## src/rtl/core_abuf_pkg.sv

```systemverilog
// Shared sizing helpers and pointer arithmetic for the multi-channel activation buffer.
package core_abuf_pkg;

  // Widest pointer ptr_dist handles. This covers depths up to 2^15 entries.
  localparam int PTR_W_MAX = 16;

  function automatic int calc_r(input int gbus_w, input int abuf_w);
    return abuf_w / gbus_w;
  endfunction

  function automatic int calc_addr(input int depth);
    return $clog2(depth);
  endfunction

  function automatic int calc_idw(input int nrd);
    return (nrd > 1) ? $clog2(nrd) : 1;
  endfunction

  // Derived sizes for the default configuration (32-bit link, 128-bit entries, 16 deep, 2 readers).
  localparam int R    = calc_r(32, 128);
  localparam int ADDR = calc_addr(16);
  localparam int IDW  = calc_idw(2);

  // Wrap-aware distance a - b for pointers that are pw bits wide, including the wrap bit.
  function automatic logic [PTR_W_MAX-1:0] ptr_dist(input logic [PTR_W_MAX-1:0] a,
                                                    input logic [PTR_W_MAX-1:0] b,
                                                    input int                   pw);
    logic [PTR_W_MAX-1:0] mask;
    mask = (PTR_W_MAX'(1) << pw) - PTR_W_MAX'(1);
    return (a - b) & mask;
  endfunction

endpackage

```

## src/rtl/core_abuf_pack.sv

```systemverilog
// Link register plus GBUS->ABUF serial-to-parallel packer.
// The first registered word lands in the LSBs. ent_wen pulses on the beat that completes an entry.
module core_abuf_pack
  import core_abuf_pkg::*;
#(
  parameter int GBUS_DATA = 32,
  parameter int ABUF_DATA = 128
) (
  input  logic                 clk,
  input  logic                 rstn,
  input  logic                 flush,
  input  logic [GBUS_DATA-1:0] clink_wdata,
  input  logic                 clink_wen,
  output logic [GBUS_DATA-1:0] clink_rdata,
  output logic                 clink_rvalid,
  output logic [ABUF_DATA-1:0] ent_data,
  output logic                 ent_wen
);

  localparam int BEATS = calc_r(GBUS_DATA, ABUF_DATA);
  localparam int SW    = (BEATS > 1) ? $clog2(BEATS) : 1;

  logic [GBUS_DATA-1:0] link_data_q, link_data_d;
  logic                 link_vld_q, link_vld_d;
  logic [SW-1:0]        slot_q, slot_d;
  logic [ABUF_DATA-1:0] acc_q, acc_d;

  // Link stage. Flush leaves it alone. The data holds while no word arrives.
  always_comb begin
    link_vld_d  = clink_wen;
    link_data_d = clink_wen ? clink_wdata : link_data_q;
  end

  // Packer: drop each registered word into its slot, and fire the write strobe on the last slot.
  always_comb begin
    slot_d  = slot_q;
    acc_d   = acc_q;
    ent_wen = 1'b0;
    if (flush) begin
      slot_d = '0;
    end else if (link_vld_q) begin
      for (int k = 0; k < BEATS; k++)
        if (slot_q == SW'(k)) acc_d[k*GBUS_DATA +: GBUS_DATA] = link_data_q;
      if (slot_q == SW'(BEATS-1)) begin
        ent_wen = 1'b1;
        slot_d  = '0;
      end else begin
        slot_d = slot_q + SW'(1);
      end
    end
  end

  // Link and packer state registers
  always_ff @(posedge clk or negedge rstn) begin
    if (!rstn) begin
      link_data_q <= '0;
      link_vld_q  <= 1'b0;
      slot_q      <= '0;
      acc_q       <= '0;
    end else begin
      link_data_q <= link_data_d;
      link_vld_q  <= link_vld_d;
      slot_q      <= slot_d;
      acc_q       <= acc_d;
    end
  end

  assign clink_rdata  = link_data_q;
  assign clink_rvalid = link_vld_q;
  assign ent_data     = acc_d;

endmodule

```

## src/rtl/core_abuf_mc.sv

```systemverilog
// Multi-channel activation buffer: a circular entry store with NUM_RD re-readable cursors.
// The cursors share one registered read port through fixed-priority arbitration.
// Entries are freed only by an explicit release. "release" is a reserved word, so that port is abuf_release.
module core_abuf_mc
  import core_abuf_pkg::*;
#(
  parameter int GBUS_DATA   = 32,
  parameter int ABUF_DATA   = 128,
  parameter int ABUF_DEPTH  = 16,
  parameter int NUM_RD      = 2,
  parameter int ALERT_DEPTH = 3
) (
  input  logic                          clk,
  input  logic                          rstn,
  input  logic                          flush,
  input  logic [GBUS_DATA-1:0]          clink_wdata,
  input  logic                          clink_wen,
  output logic [GBUS_DATA-1:0]          clink_rdata,
  output logic                          clink_rvalid,
  input  logic [NUM_RD-1:0]             rd_ren,
  input  logic [NUM_RD-1:0]             rd_rewind,
  output logic [NUM_RD-1:0]             rd_gnt,
  output logic [NUM_RD-1:0]             rd_empty,
  output logic [ABUF_DATA-1:0]          rdata,
  output logic                          rvalid,
  output logic [calc_idw(NUM_RD)-1:0]   rid,
  input  logic                          abuf_release,
  output logic                          abuf_empty,
  output logic                          abuf_full,
  output logic                          abuf_almost_full,
  output logic                          err_ovf,
  output logic                          err_rel
);

  localparam int AW = calc_addr(ABUF_DEPTH);
  localparam int IW = calc_idw(NUM_RD);
  localparam int PW = AW + 1;
  localparam logic [PW-1:0] FULL_LVL = PW'(ABUF_DEPTH);
  localparam logic [PW-1:0] AF_LVL   = PW'(ABUF_DEPTH - ALERT_DEPTH);

  logic [ABUF_DATA-1:0]         ent_data;
  logic                         ent_wen;

  logic [PW-1:0]                wptr_q, wptr_d, head_q, head_d;
  logic [NUM_RD-1:0][PW-1:0]    cur_q, cur_d;
  logic                         err_ovf_q, err_ovf_d, err_rel_q, err_rel_d;
  logic                         rvalid_q, rvalid_d;
  logic [IW-1:0]                rid_q, rid_d;
  logic [ABUF_DATA-1:0]         rdata_q, rdata_d;
  logic [ABUF_DATA-1:0]         mem_q [ABUF_DEPTH];
  logic [ABUF_DATA-1:0]         mem_d [ABUF_DEPTH];

  logic [PW-1:0]                count;
  logic                         full, do_wr, rel_ok, cur_at_head, found;
  logic [NUM_RD-1:0]            gnt;
  logic [IW-1:0]                gid;

  core_abuf_pack #(
    .GBUS_DATA (GBUS_DATA),
    .ABUF_DATA (ABUF_DATA)
  ) u_pack (
    .clk          (clk),
    .rstn         (rstn),
    .flush        (flush),
    .clink_wdata  (clink_wdata),
    .clink_wen    (clink_wen),
    .clink_rdata  (clink_rdata),
    .clink_rvalid (clink_rvalid),
    .ent_data     (ent_data),
    .ent_wen      (ent_wen)
  );

  assign count = PW'(ptr_dist(PTR_W_MAX'(wptr_q), PTR_W_MAX'(head_q), PW));
  assign full  = (count == FULL_LVL);
  // A completed entry is stored only when there is room. Otherwise it is dropped and err_ovf flags it.
  assign do_wr = ent_wen & ~full;

  // Per-cursor empty flags, and whether any cursor still sits on the oldest entry
  always_comb begin
    cur_at_head = 1'b0;
    rd_empty    = '0;
    for (int i = 0; i < NUM_RD; i++) begin
      rd_empty[i] = (cur_q[i] == wptr_q);
      if (cur_q[i] == head_q) cur_at_head = 1'b1;
    end
  end

  // Fixed-priority grant: the lowest cursor with data that is not rewinding this cycle
  always_comb begin
    gnt   = '0;
    gid   = '0;
    found = 1'b0;
    for (int i = 0; i < NUM_RD; i++) begin
      if (!found && !flush && rd_ren[i] && !rd_empty[i] && !rd_rewind[i]) begin
        gnt[i] = 1'b1;
        gid    = IW'(i);
        found  = 1'b1;
      end
    end
  end

  // Releasing while a cursor still points at head would free data that cursor has not read yet
  assign rel_ok = abuf_release & (count != '0) & ~cur_at_head;

  // Pointer, sticky-error and read-port next state. Flush wins over everything.
  always_comb begin
    wptr_d    = wptr_q;
    head_d    = head_q;
    cur_d     = cur_q;
    err_ovf_d = err_ovf_q;
    err_rel_d = err_rel_q;
    rvalid_d  = 1'b0;
    rid_d     = rid_q;
    rdata_d   = rdata_q;
    if (flush) begin
      wptr_d    = '0;
      head_d    = '0;
      cur_d     = '0;
      err_ovf_d = 1'b0;
      err_rel_d = 1'b0;
    end else begin
      if (do_wr)                    wptr_d    = wptr_q + PW'(1);
      if (ent_wen && full)          err_ovf_d = 1'b1;
      if (rel_ok)                   head_d    = head_q + PW'(1);
      if (abuf_release && !rel_ok)  err_rel_d = 1'b1;
      // A rewind picks up the post-release head, so the cursor never trails the freed entry
      for (int i = 0; i < NUM_RD; i++) begin
        if (rd_rewind[i])  cur_d[i] = head_d;
        else if (gnt[i])   cur_d[i] = cur_q[i] + PW'(1);
      end
      if (found) begin
        rvalid_d = 1'b1;
        rid_d    = gid;
        rdata_d  = mem_q[cur_q[gid][AW-1:0]];
      end
    end
  end

  // Storage write: one completed entry per cycle, at wptr
  always_comb begin
    mem_d = mem_q;
    if (do_wr) mem_d[wptr_q[AW-1:0]] = ent_data;
  end

  // Entry storage has no reset. Pointers decide what is valid.
  always_ff @(posedge clk) begin
    mem_q <= mem_d;
  end

  // Control and read-port registers
  always_ff @(posedge clk or negedge rstn) begin
    if (!rstn) begin
      wptr_q    <= '0;
      head_q    <= '0;
      cur_q     <= '0;
      err_ovf_q <= 1'b0;
      err_rel_q <= 1'b0;
      rvalid_q  <= 1'b0;
      rid_q     <= '0;
      rdata_q   <= '0;
    end else begin
      wptr_q    <= wptr_d;
      head_q    <= head_d;
      cur_q     <= cur_d;
      err_ovf_q <= err_ovf_d;
      err_rel_q <= err_rel_d;
      rvalid_q  <= rvalid_d;
      rid_q     <= rid_d;
      rdata_q   <= rdata_d;
    end
  end

  assign rd_gnt           = gnt;
  assign rdata            = rdata_q;
  assign rvalid           = rvalid_q;
  assign rid              = rid_q;
  assign abuf_empty       = (count == '0);
  assign abuf_full        = full;
  assign abuf_almost_full = (count >= AF_LVL);
  assign err_ovf          = err_ovf_q;
  assign err_rel          = err_rel_q;

endmodule

```

## config.mk

```make
export PLATFORM = sky130hd
export DESIGN_NAME = core_abuf_mc
export DESIGN_NICKNAME = d
export VERILOG_FILES = /design/src/rtl/core_abuf_pkg.sv /design/src/rtl/core_abuf_pack.sv /design/src/rtl/core_abuf_mc.sv
export SDC_FILE = /design/constraint.sdc
export NUM_CORES = 2
export LEC_CHECK = 0
export ABC_AREA = 1
export BUFFER_PORTS_ARGS = -buffer_cell sky130_fd_sc_hd__buf_2
export CORE_UTILIZATION = 56
export DETAILED_ROUTE_END_ITERATION = 10
export GPL_ROUTABILITY_DRIVEN = 1
export PLACE_DENSITY = 0.8
export SLEW_MARGIN = 20
export SYNTH_ARGS = -nofsm -noshare
export SYNTH_HDL_FRONTEND = slang
export SYNTH_SLANG_ARGS = --single-unit
```

## constraint.sdc

```tcl
create_clock -name clk -period 9.3 [get_ports clk]
set_clock_uncertainty 0.05 [all_clocks]
set_input_delay 1.395 -clock clk [delete_from_list [all_inputs] [get_ports clk]]
set_output_delay 1.395 -clock clk [all_outputs]
set_load 0.01 [all_outputs]
```

==> out/metrics.cfg <==
[synth]
yosysTopAreaCellShare = 0.647
synth_largest_area_cell = edfxtp_1
synth_cell_types = 29
synth_area_mm2 = 0.0951
syn_inst = 8000
ys.flop_type = edfxtp_1
synthesis.nets = 8057
synth_area_leaders = edfxtp_1, nand3_1, dfrtp_1
yosysSeqAreaShare = 0.729
syn-mean-instance-area_um2 = 11.9
yosysWarnings = 0
ys_ff_latch = 2363
synth_edf_count = 2048
async_reset_ff_frac = 0.133

[global_route]
gr-total-overflow = 0
grt_pass1_vias = 65400
antenna_found_initial = 17
grt_max_degree = 227
grt_pass1_wl_um = 402000
grt_usage = 0.311

[timing]
rsz0062_at_grt = false
max_slew_margin = 0.154
holdWs_ns = 0.423
tns_ns = 0
slew_violations = 0
fmax_ghz = 0.159
final-setup-viol-count = 0
tightest_slew_ns = 1.27
final-hold-violation-count = 0
min_period_over_period = 0.677
period_needed_ns = 6.29

[detailed_routing]
antenna_left = 0
via_per_inst = 6.43
wire_per_inst_um = 25.9
via_count = 67300
drt_wl_total_um = 271000
drt-initial-drc-count = 10600
dr.pass1.iters = 7
drcViolationCount = 0

[finish]
final_core_util = 0.630
area_delta_synth_final_pct = 11.2
final_common_cell = nand3_1
drive_gt1_frac = 0.0962
mostFrequentLayoutCells = nand3_1, edfxtp_1, nand2_1, dfrtp_1, inv_1
nNetsFinal = 8113
finalNonFillerCells = 10500

[critical_path]
reg2reg_to = rdata[26]$_DFFE_PN0P_
crit_chain = inv_1, nand2_1, nand2_1, nor2_1, nand3b_1, nand2_2, nand2_1, nand2_4, buf_4, buf_12, buf_4, nand3_1, nand3_1, nand3_1, nand3_1, nand3_1, nand2_1
worstPathRequired_ns = 10.03
arrival_ns = 7.02
r2r_slack_ns = 3.01
crit_path_start_kind = register
reg2regPathDepth = 17
critPathMaxFanout = 226
crit_top_cell = nand3_1
crit_path_top_delay_cell = buf_4
reg2reg_from = wptr_q[1]$_DFFE_PN0P_
max_stage_delay_ns = 0.93
end_kind = register
critPathKind = reg -> reg

[placement]
io_buffer_count = 212
place_congestion = 0.837
post-place-cells = 10000
hpwl_um = 125000

[clock_tree]
cts_tree = done
cts-resized-gates = 0
clock_sinks = 2363
post_cts_buffers = 0
cts-root-buf = clkbuf_16
clock_latency_ns = 0.88
clkTransAtPathRegs_ns = 0.06
cts_hold_buffers = 0
cts_buffers = 219
h-tree-depth = 4
cts_buffer_depth = 3

[power_and_ir_drop]
p_int_mw = 19.5
leakage_nw = 39.8
irDropWorstVdd_uv = 227
power.density_mw_per_mm2 = 272
p_comb_frac = 0.240
seq_power_share = 0.449
p_sw_mw = 9.27
clkPwrFrac = 0.311
swShare = 0.322

[die]
rows = 150
pin_count = 213
die_area_mm2 = 0.172
die_h_um = 414
core_mm2 = 0.168
die_w_um = 414
initial_core_util = 0.566

[run_status]
status = complete, no violations

[worst_hold_path]
min_to = rdata[51]$_DFFE_PN0P_
hold_start = rdata[51]$_DFFE_PN0P_
worstHoldPathCells = 2
min_path_type = reg -> reg

[flow_run]
drv_cap = 0

-- state kept, by name, summed over array words and instances (netlist names) --
register	count
rdata	128
rvalid	1
head_q	5
err_ovf	1
u_pack.clink_rdata	32
u_pack.slot_q	2
mem_q	2048
cur_q	10
err_rel	1
wptr_q	5
u_pack.acc_q	128
u_pack.clink_rvalid	1
rid	1
-- power groups by stage --
stage               Combinational (mW)  Sequential [mW]  Clock (mW)
finish                            6.93             12.9        8.96
CTS                               6.79             12.9        8.97
global placement                  6.44             13.1           0
detailed placement                6.70             13.1           0
global route                      7.50             12.9        9.38
floorplan                         4.38             13.1           0
-- kinds of logic (layout without fill, tap and decap cells) --
logic type	Yosys count	in the layout	share of synthesized area
and+or+nand+nor	4553	4553	0.219
DFF	2363	2363	0.729
muxes	1	1	0.000118
adders and majority gates	16	16	0.00218
AOI/OAI and AO/OA	206	206	0.0111
buffers and inverters	847	1098	0.0372
xor gates and xnor gates	14	14	0.00129
other	0	17	0
-- layer usage --
| layer | track usage | wire length, um |
|---|---|---|
| met5 | 0 | 187 |
| met3 | 0.0672 | 35400 |
| met1 | 0.401 | 93800 |
| met2 | 0.494 | 126000 |
| met4 | 0.175 | 15700 |
-- metrics by stage --
| step | power [mW] | cell area, um^2 | worst slack, ns |
|---|---|---|---|
| 2_1_floorplan | 17.5 | 95100 | 0.752 |
| 3_3_place_gp | 19.6 | 98500 | 2.65 |
| 3_5_place_dp | 19.8 | 98500 | 2.47 |
| 4_1_cts | 28.7 | 106000 | 3.25 |
| 5_1_grt | 29.8 | 106000 | 2.75 |
| 6_report | 28.8 | 106000 | 3.01 |
-- final cells by class --
type | count | area (um^2)
Fill cell | 11600 | 62200
Clock buffer | 326 | 6260
Multi-Input combinational cell | 4790 | 22400
Clock inverter | 90 | 936
Timing Repair Buffer | 431 | 3030
Sequential cell | 2363 | 69400
Antenna cell | 17 | 42.5
Inverter | 251 | 965
Tap cell | 2204 | 2760
-- worst max-delay path: cells and delay by family, from the launching register on --
| family | cells | cell delay, ns |
|---|---|---|
| buffers and inverters | 4 | 2.51 |
| flip-flops | 1 | 0.56 |
| AND/OR/NAND/NOR | 13 | 2.47 |
-- cells in the mapped netlist (5+ instances only) --
| cell | count |
|---|---|
| nand3_1 | 2777 |
| edfxtp_1 | 2048 |
| nand2_1 | 1667 |
| dfrtp_1 | 315 |
| buf_2 | 276 |
| clkbuf_1 | 266 |
| inv_1 | 245 |
| o21ai_0 | 177 |
| nand3b_1 | 57 |
| buf_1 | 51 |
| nor2_1 | 41 |
| a21oi_1 | 20 |
| ha_1 | 15 |
| xor2_1 | 9 |
| inv_2 | 6 |
| xnor2_1 | 5 |
-- how the worst max path moves through the flow --
stage | start | endpoint
2_1_floorplan | flush | wptr_q[4]$_DFFE_PN0P_
3_3_place_gp | flush | rdata[32]$_DFFE_PN0P_
3_5_place_dp | flush | rdata[32]$_DFFE_PN0P_
4_1_cts | wptr_q[1]$_DFFE_PN0P_ | rdata[34]$_DFFE_PN0P_
5_1_grt | wptr_q[1]$_DFFE_PN0P_ | rdata[34]$_DFFE_PN0P_
6_report | wptr_q[1]$_DFFE_PN0P_ | rdata[26]$_DFFE_PN0P_
(Power assumes the default switching activity.)
